**src/rtl/johnson_seq_ctrl.sv**
```systemverilog
// Johnson (twisted-ring) sequencer: steps a WIDTH-bit ring a programmed number of times
// per command, with pause/abort, direction select, phase decode and illegal-state recovery.
//
// state | meaning
// IDLE  | waiting for start; count holds
// RUN   | stepping once per cycle until remaining reaches zero
// PAUSE | run suspended, count holds
// DONE  | one-cycle completion pulse
module johnson_seq_ctrl #(
  parameter  int WIDTH = 4,
  parameter  int CW    = 8,
  localparam int PW    = $clog2(2*WIDTH)
) (
  input  logic             clk,
  input  logic             reset,
  input  logic             start,
  input  logic [CW-1:0]    load_cycles,
  input  logic             dir,
  input  logic             pause,
  input  logic             abort,
  output logic             busy,
  output logic             done,
  output logic             err,
  output logic [WIDTH-1:0] count,
  output logic [PW-1:0]    phase
);

  typedef enum logic [1:0] {S_IDLE, S_RUN, S_PAUSE, S_DONE} state_t;

  localparam logic [PW:0] PH_RING = (PW+1)'(2*WIDTH);

  state_t           r_state;
  state_t           w_state_nxt;
  logic [WIDTH-1:0] r_count;
  logic [CW-1:0]    r_remaining;
  logic             r_dir;
  logic             r_err;

  logic [PW-1:0]    w_ones;
  logic [PW-1:0]    w_edges;
  logic [PW:0]      w_wrap;
  logic [PW-1:0]    w_phase;
  logic             w_illegal;
  logic             w_step;
  logic             w_accept;
  logic [WIDTH-1:0] w_fwd;
  logic [WIDTH-1:0] w_rev;

  // A legal Johnson word has at most one 0/1 boundary between adjacent bits.
  always_comb begin
    w_ones  = '0;
    w_edges = '0;
    for (int i = 0; i < WIDTH; i++) begin
      w_ones = w_ones + PW'(r_count[i]);
    end
    for (int i = 0; i < WIDTH-1; i++) begin
      w_edges = w_edges + PW'(r_count[i] ^ r_count[i+1]);
    end
    w_illegal = (w_edges > PW'(1));
  end

  always_comb begin
    w_wrap = PH_RING - {1'b0, w_ones};
    if (r_count[WIDTH-1]) begin
      w_phase = w_ones;
    end else if (w_ones == '0) begin
      w_phase = '0;
    end else begin
      w_phase = w_wrap[PW-1:0];
    end
  end

  assign w_fwd    = {~r_count[0], r_count[WIDTH-1:1]};
  assign w_rev    = {r_count[WIDTH-2:0], ~r_count[WIDTH-1]};
  assign w_step   = (r_state == S_RUN) && !pause && !abort && !w_illegal;
  assign w_accept = (r_state == S_IDLE) && start && !w_illegal;

  always_ff @(posedge clk) begin
    if (reset) begin
      r_state <= S_IDLE;
    end else begin
      r_state <= w_state_nxt;
    end
  end

  always_comb begin
    w_state_nxt = r_state;
    case (r_state)
      S_IDLE: begin
        if (start) begin
          w_state_nxt = (load_cycles == '0) ? S_DONE : S_RUN;
        end
      end
      S_RUN: begin
        if (abort) begin
          w_state_nxt = S_IDLE;
        end else if (pause) begin
          w_state_nxt = S_PAUSE;
        end else if (r_remaining == CW'(1)) begin
          w_state_nxt = S_DONE;
        end
      end
      S_PAUSE: begin
        if (abort) begin
          w_state_nxt = S_IDLE;
        end else if (!pause) begin
          w_state_nxt = S_RUN;
        end
      end
      S_DONE: w_state_nxt = S_IDLE;
      default: w_state_nxt = S_IDLE;
    endcase
    if (w_illegal) begin
      w_state_nxt = S_IDLE;
    end
  end

  always_ff @(posedge clk) begin
    if (reset) begin
      r_count     <= '0;
      r_remaining <= '0;
      r_dir       <= 1'b0;
      r_err       <= 1'b0;
    end else if (w_illegal) begin
      r_count     <= '0;
      r_remaining <= '0;
      r_err       <= 1'b1;
    end else begin
      r_err <= 1'b0;
      if (w_accept) begin
        r_dir       <= dir;
        r_remaining <= load_cycles;
      end
      if (w_step) begin
        r_count     <= r_dir ? w_rev : w_fwd;
        r_remaining <= r_remaining - CW'(1);
      end
    end
  end

  always_comb begin
    busy  = (r_state == S_RUN) || (r_state == S_PAUSE);
    done  = (r_state == S_DONE);
    err   = r_err;
    count = r_count;
    phase = w_phase;
  end

endmodule
```
**config.mk**
```make
export PLATFORM = sky130hd
export DESIGN_NAME = johnson_seq_ctrl
export DESIGN_NICKNAME = d
export VERILOG_FILES = /design/src/rtl/johnson_seq_ctrl.sv
export SDC_FILE = /design/constraint.sdc
export NUM_CORES = 1
export LEC_CHECK = 0
export ABC_AREA = 1
export CORE_MARGIN = 2
export CORE_UTILIZATION = 30
export CTS_CLUSTER_SIZE = 14
export DETAILED_ROUTE_END_ITERATION = 16
export PLACE_DENSITY_LB_ADDON = 0.15
export SYNTH_ARGS = -nofsm -noshare
export SYNTH_HDL_FRONTEND = slang
export SYNTH_SLANG_ARGS = --single-unit
```
**constraint.sdc**
```tcl
create_clock -name clk -period 4.58 [get_ports clk]
set_input_delay 0.687 -clock clk [delete_from_list [all_inputs] [get_ports clk]]
set_output_delay 0.687 -clock clk [all_outputs]
set_load 0.01 [all_outputs]
```
After elaboration in Yosys (flattened, before gate mapping)
Index checks and enable logic that the tools add are counted.
Word-level totals
  flip-flop bits (word level): 16
  input bits: 14
  output and inout bits: 10
Cells by class
  $lt $le $gt $ge: 1
  equality and inequality tests: 7
  reductions and logical operators: 16
  bitwise logic cells: 6
  muxes and demuxes: 14
  add/sub/neg operators: 7
Operators with widths (count)
  $mux W8: 2
  $mux W2: 7
  $eq A8 B1 Y1 const B: 1
  $logic_not A8 Y1: 1
  $pmux W2 S4: 1
  $sub A8 B1 Y8 const B: 1
  $add A2 B1 Y3: 2
  $mux W3: 2
  $logic_and A1 B1 Y1: 5
  $add A1 B1 Y2: 2
  $eq A2 B2 Y1 const B: 2
  $mux W4: 1
  $ne A4 B3 Y1 const B: 1
  $add A3 B1 Y3: 1
  $gt A3 B1 Y1 const B: 1
  $logic_not A1 Y1: 3
  $logic_not A3 Y1: 1
  $ne A3 B3 Y1 const B: 1
  $not A1 Y1: 3
  $reduce_and A3 Y1: 1
  $sub A1 B3 Y3 const A: 1
  $xor A1 B1 Y1: 3
  $eq A2 B1 Y1 const B: 1
  $logic_not A2 Y1: 1
  6 further kinds: 6

Depth between registers and ports, before layout
Gate-level depths: netlist of run 1.
  depth after elaboration: 8
  mapped depth: 11
  mapped depth without buffers: 10

Least setup slack after synthesis of run 1
No wires, ideal clock.
  kind: register -> output
  start: register r_count[1], in the netlist count[1]
  end: output phase[2]
  path slack: 1845 ps
  arrival: 2048 ps
  buffers on the path: 0
  cell stages (with the launch flop): 10
  cells stage by stage: dfxtp_1 -> inv_1 -> fa_1 -> inv_1 -> ha_1 -> ha_1 -> inv_1 -> ha_1 -> nor2_1 -> xor2_1
Between the ends
  longest elaborated chain between the ends: 6
  elaborated cells on any way between the ends: 7
RTL lines
  start, declared: RTL line 34  | logic [WIDTH-1:0] r_count;
  start signal, assigned: RTL line 135  | r_count <= r_dir ? w_rev : w_fwd;
  $add A1 B1 Y2 *: RTL line 54  | w_ones = w_ones + PW'(r_count[i]);
  $add A2 B1 Y3 *: RTL line 54
  $add A3 B1 Y3 *: RTL line 54
  $sub A1 B3 Y3 / $logic_not A3 Y1 (equally long branches): RTL line 63, 66
  $mux W3: RTL line 66  | end else if (w_ones == '0) begin
  $mux W3 *: RTL line 64  | if (r_count[WIDTH-1]) begin
  end, declared: RTL line 25  | output logic [PW-1:0] phase
Mark *: on every way between the ends. The rest lies on a longest branch, timed or not.

Worst setup path after layout of run 1
Same ends and word-level chain as after synthesis.

==> impl_metrics.csv, run 1 <==
group,metric,value,unit
outcome,run_status,"completed",
power_and_ir_drop,clockPowerShare,0.159,
sta,worst_pin_slew,0.4673,ns
floorplanning,fp.dieH,68.55,um
clock_network,post-cts-setup-buffers,0,
grt,grt_use_total,0.1306,
worst_setup_path,end_kind,"primary output",
sta,relSlewSlack,0.6881,
worst_hold_path,min_from,"r_remaining[1]",
synth,synth_cell_types,25,
worst_hold_path,min_path_cells,2,
clock_network,cts_root_buffer,"clkbuf_8",
synth,ys_ff_latch,16,
grt,gr-usage-met3,0.03734,
finish,fill_cells,436,
grt,grt_max_degree,21,
power_and_ir_drop,pwr-share-comb,0.569,
floorplanning,dieArea,0.004699,sq mm
power_and_ir_drop,swShare,0.4364,
sta,fmaxAchievable,288.9,MHz
route,avgRoutedWirePerCell,10.23,um
synth,synth_nets,218,
route,dr.pass1.iters,4,
sta,fin_worst_skew,0.005437,ns
route,route.detailed.drc,0,
worst_setup_path,timing.rr.end,"r_remaining[0]",
route,ant_nets,0,
worst_setup_path,crit_fanout,6,
route,drt_iter0_drc,49,
sta,whs,0.5512,ns
route,vias,1181,
power_and_ir_drop,leakagePower,0.7512,nW
worst_setup_path,crit_slowest_cell,"clkdlybuf4s50_1",
grt,grt_antenna_before_repair,0,
sta,rsz0062_at_grt,"false",
route,vias_per_cell,4.457,
synth,synthCells,191,
worst_setup_path,r2r-start,"count[1]",
floorplanning,num_rows,23,
finish,fin_cells,265,
clock_network,cts_buffers,3,
clock_network,hold_buffers,0,
grt,overflow,0,
finish,layout-drive-gt1-share,0.08372,
grt,use_met1,0.1572,
grt,grt_pass1_wl,4.581,mm
synth,syn_area,0.001250,sq mm
synth,ys_warn_count,0,
grt,grt_pass1_vias,1091,
floorplanning,start_util,0.3125,
synth,avgSynthCellArea,6.544,sq um
clock_network,clock_path_buffers,2,
worst_hold_path,hp-class,"reg -> reg",
power_and_ir_drop,powerDensity,517.1,mW/mm^2
sta,maxSlewViolCount,0,
synth,yosysSeqAreaShare,0.2563,
sta,period_share,0.7559,
worst_hold_path,worstHoldEndpoint,"r_remaining[1]",
finish,syn_to_final_growth,25.93,%
worst_setup_path,worstSetupPathType,"reg -> out",
floorplanning,core_area,0.004000,sq mm
finish,final_core_util,0.3935,
worst_setup_path,cp_cell_sequence,"inv_1 -> fa_1 -> inv_1 -> ha_1 -> ha_1 -> inv_1 -> ha_1 -> nor2_1 -> xor2_1 -> clkdlybuf4s50_1",
route,wl,2.710,mm
worst_setup_path,required,3.89,ns
sta,setup_tns,0,ns
run,cap_viol_max_count,0,
clock_network,cts.sinks,16,
clock_network,cts_resized,0,
finish,fin_nets,243,
placement,hpwl,2.179,mm
grt,met2_usage,0.2284,
worst_setup_path,rrSetupSlack,2.53,ns
floorplanning,die_x,68.55,um
clock_network,path_clk_slew,0.07,ns
sta,setup_violations,0,
clock_network,cts_max_level,1,
grt,busiest_layer,"met2",
power_and_ir_drop,p_int,0.4587,mW
power_and_ir_drop,vdd_ir_drop_max,243.4,uV
finish,diodes,0,
clock_network,cts_tree,"yes",
power_and_ir_drop,switching_power,0.3552,mW
sta,hold_violations,0,
power_and_ir_drop,p_seq_frac,0.271,
placement,place.gp.congestion,0.7914,
placement,portBuffers,23,
worst_setup_path,worstPathArrival,2.77,ns
floorplanning,ios,24,
clock_network,clk_latency,0.25,ns
worst_setup_path,critical-path-max-stage-delay,0.55,ns
sta,fin_crit,3.462,ns
placement,dp.cells,261,
worst_setup_path,reg2reg_depth,8,
worst_setup_path,cp-start-kind,"register",
[metrics by stage]
stage / cell area [sq um] / worst slack (ns) / power [mW]
2_1_floorplan: 1250 / 1.845 / 0.5551
3_3_place_gp: 1519 / 1.415 / 0.6972
3_5_place_dp: 1519 / 1.381 / 0.6902
4_1_cts: 1574 / 1.088 / 0.8232
5_1_grt: 1574 / 0.9389 / 0.8984
6_report: 1574 / 1.118 / 0.8140
[power groups by stage]
stage	Sequential (mW)	Clock (mW)	Combinational, mW
2_1_floorplan	0.216	0	0.340
3_3_place_gp	0.225	0	0.472
3_5_place_dp	0.224	0	0.466
4_1_cts	0.221	0.133	0.469
5_1_grt	0.226	0.140	0.532
6_report	0.221	0.130	0.464
[placed cells by master (no fill, tap or decap)]
master / synthesis / final
nand3_1: 8 / 8
inv_1: 28 / 28
a21oi_1: 7 / 7
o21ai_1: 3 / 3
fa_1: 1 / 1
o21ai_0: 18 / 18
nor2_2: 5 / 5
nand3_4: 2 / 2
nand2_4: 1 / 1
nand4_1: 2 / 2
a211oi_1: 1 / 1
xnor2_1: 1 / 1
nand3_2: 1 / 1
inv_4: 1 / 1
nand2_1: 40 / 40
inv_2: 3 / 3
xor2_1: 4 / 4
nand2_2: 1 / 1
nor2_1: 32 / 32
clkdlybuf4s50_1: 0 / 23
nor3_1: 1 / 1
clkbuf_8: 0 / 4
ha_1: 12 / 12
dfxtp_1: 16 / 16
[state kept, by name, indices dropped and copies added, names as in the netlist]
signal and flops:
count 4, err 1, r_dir 1, r_state 2
r_remaining 8
[critical path, delay by kind of cell (launching register included)]
kind	cells	cell delay (ns)
fa+ha+maj	4	1.11
xor+xnor	1	0.14
buf+inv	4	0.76
simple gates	1	0.11
flops	1	0.42
[cell type report]
| type | count | area, sq um | share of cell area |
|---|---|---|---|
| repair buffers | 23 | 230.2 | 0.1463 |
| inverters | 32 | 122.6 | 0.07790 |
| well taps | 50 | 62.56 | 0.03975 |
| clock buffers | 4 | 55.05 | 0.03498 |
| multi-input cells | 140 | 783.3 | 0.4976 |
| flip-flops and latches | 16 | 320.3 | 0.2035 |
[worst max path at each step]
stage | slack (ns) | startpoint | end | cells after the start
6_report | 1.12 | count[1] | phase[2] | 10
3_3_place_gp | 1.41 | count[1] | phase[2] | 10
5_1_grt | 0.94 | count[1] | phase[2] | 10
3_5_place_dp | 1.38 | count[1] | phase[2] | 10
4_1_cts | 1.09 | count[1] | phase[2] | 10
2_1_floorplan | 1.84 | count[1] | phase[2] | 9
[synthesized netlist by cell type]
library cell	instances	share of area
a211oi_1	1	0.0060
a21oi_1	7	0.028
buf_2	1	0.0040
buf_4	1	0.0060
buf_6	1	0.0090
dfxtp_1	16	0.26
fa_1	1	0.016
ha_1	12	0.12
inv_1	28	0.084
inv_2	3	0.0090
inv_4	1	0.0050
nand2_1	40	0.12
nand2_2	1	0.0050
nand2_4	1	0.0090
nand3_1	8	0.032
nand3_2	1	0.0080
nand3_4	2	0.028
nand4_1	2	0.010
nor2_1	32	0.096
nor2_2	5	0.025
nor3_1	1	0.0040
o21ai_0	18	0.072
o21ai_1	3	0.012
xnor2_1	1	0.0070
xor2_1	4	0.028
[cell families after synthesis]
family	synth area share
DFF	0.2563
adders and majority gates	0.1361
xor gates and xnor gates	0.03503
AOI/OAI and AO/OA	0.1181
and+or+nand+nor	0.3373
buffers and inverters	0.1171
[routing by layer]
metal,up-vias,part of all wire
li1,643,-
met1,522,0.47
met2,14,0.49
met3,2,0.036
met4,0,0.0063
met5,-,0
No activity file was read; power rests on OpenSTA's default activity.
==> run 2: changes to the inputs <==
- clock period: 4.58 -> 3 ns (I/O delays scaled with it)
==> run 2 against run 1 <==
Effect of this change:
- sequential power is 49% higher
- worst hold slack worse by 0.038 ns
- total power is 53% higher
- critical endpoint unchanged
- largest cell class unchanged
- largest power group unchanged
- highest routed layer unchanged
==> impl_metrics.csv, run 2 (synthesis gave the netlist of run 1 again) <==
group,metric,value,unit
floorplanning,dieArea,0.004699,sq mm
grt,grt_pass1_wl,4.740,mm
sta,setup_tns,0,ns
clock_network,cts_buffers,3,
finish,layout-drive-gt1-share,0.1005,
finish,largest_reg_flops,8,
sta,relSlewSlack,0.6741,
grt,grt_use_total,0.1371,
worst_hold_path,hp-class,"reg -> reg",
grt,grt_pass1_vias,1038,
finish,syn_to_final_growth,28.23,%
clock_network,cts.sinks,16,
grt,overflow,0,
worst_setup_path,cp-start-kind,"register",
floorplanning,ios,24,
clock_network,cts_tree,"yes",
power_and_ir_drop,leakagePower,0.7763,nW
worst_setup_path,required,2.55,ns
clock_network,clk_latency,0.25,ns
route,vias_per_cell,4.331,
clock_network,clock_path_buffers,2,
sta,fin_crit,2.826,ns
placement,place_area,0.001549,sq mm
finish,diodes,0,
floorplanning,num_rows,23,
worst_setup_path,crit_fanout,2,
power_and_ir_drop,vdd_ir_drop_max,306.4,uV
floorplanning,die_x,68.55,um
finish,final_common_cell,"nand2_1",
placement,portBuffers,23,
route,vias,1165,
outcome,run_status,"completed",
floorplanning,start_util,0.3125,
sta,fin_worst_skew,0.003701,ns
worst_setup_path,critical-path-max-stage-delay,0.53,ns
route,dr.pass1.iters,4,
worst_setup_path,cp_cell_sequence,"inv_1 -> fa_1 -> inv_1 -> ha_1 -> ha_1 -> inv_1 -> ha_1 -> nor2_1 -> xor2_1 -> clkdlybuf4s15_1",
route,ant_nets,0,
sta,setup_violations,0,
floorplanning,core_area,0.004000,sq mm
clock_network,post-cts-setup-buffers,0,
sta,maxSlewViolCount,0,
route,drt_iter0_drc,49,
worst_setup_path,crit_slowest_cell,"fa_1",
finish,design_area,0.001603,sq mm
sta,fmaxAchievable,353.8,MHz
sta,period_share,0.9420,
sta,rsz0062_at_grt,"false",
worst_setup_path,worstSetupPathType,"reg -> out",
placement,hpwl,2.240,mm
grt,grt_antenna_before_repair,0,
route,avgRoutedWirePerCell,10.51,um
route,wl,2.827,mm
placement,place.gp.congestion,0.7818,
finish,fin_nets,247,
worst_setup_path,worstPathArrival,2.38,ns
clock_network,cts_max_level,1,
grt,grt_max_degree,21,
finish,final_cell_mix,"nand2_1, nor2_1, inv_1",
clock_network,path_clk_slew,0.07,ns
route,route.detailed.drc,0,
finish,top_register,"r_remaining",
floorplanning,fp.dieH,68.55,um
worst_setup_path,end_kind,"primary output",
run,cap_viol_max_count,0,
sta,hold_violations,0,
sta,worst_pin_slew,0.4883,ns
clock_network,cts_root_buffer,"clkbuf_8",
power_and_ir_drop,powerDensity,779.3,mW/mm^2
run 2: routing by layer:
metal  vias up  track usage  part of all wire  routed length [um]
met4         0      0.03750            0.0088                  25
met1       498       0.1781              0.49                1376
met3         2      0.04058             0.037                 104
met5         -            0                 0                   0
met2        15       0.2200              0.47                1320
li1        650            -                 -                   -
run 2: power breakdown:
part	internal [mW]	leakage [nW]	switching (mW)	total, mW
combinational	0.311	0.616	0.410	0.720
sequential	0.273	0.131	0.0570	0.330
clock	0.117	0.0288	0.0820	0.199
total	0.700	0.776	0.549	1.25
run 2: repair_timing:
| action | 4_1_cts | 5_1_grt |
|---|---|---|
| gates cloned | 0 | 0 |
| setup endpoints to repair | 2 | 1 |
| hold buffers | 0 | 0 |
| gates resized for setup | 2 | 1 |
run 2: area by class of cell:
type,count,area [sq um]
Inverter,32,122.6
Timing Repair Buffer,27,259.0
Multi-Input combinational cell,140,783.3
Tap cell,50,62.56
Fill cell,428,2397
Clock buffer,4,55.05
Sequential cell,16,320.3
run 2: metrics by stage:
step | hold slack [ns] | std cells | power [mW] | setup slack (ns) | utilization
2_1_floorplan | 0.4999 | 191 | 0.8474 | 0.5019 | -
3_3_place_gp | 0.5019 | 265 | 1.075 | 0.1802 | 0.3872
3_5_place_dp | 0.5119 | 265 | 1.070 | 0.1435 | 0.3872
4_1_cts | 0.5224 | 269 | 1.263 | 0.1226 | 0.4004
5_1_grt | 0.5381 | 269 | 1.385 | 0.02110 | 0.4007
6_report | 0.5133 | 269 | 1.249 | 0.1739 | 0.4007
run 2: worst max-delay path, delay by kind of cell, from the launching register on:
| family | cells | cell delay, ns |
|---|---|---|
| fa+ha+maj | 4 | 1.14 |
| flops | 1 | 0.33 |
| xor+xnor | 1 | 0.15 |
| simple gates | 1 | 0.11 |
| buf+inv | 4 | 0.41 |
run 2: worst paths after layout:
path	cells after the start	slack, ns	to	start
setup / recovery	10	0.17	phase[2]	count[0]
setup reg to reg	9	0.84	r_remaining[2]	count[0]
hold / removal	2	0.51	count[0]	count[0]
hold reg to reg	2	0.51	count[0]	count[0]
==> run 3: changes to the inputs <==
- CTS_CLUSTER_DIAMETER: default -> 40
==> results of run 3 <==
Final layout, timing and power as in run 2 (identical DEF).
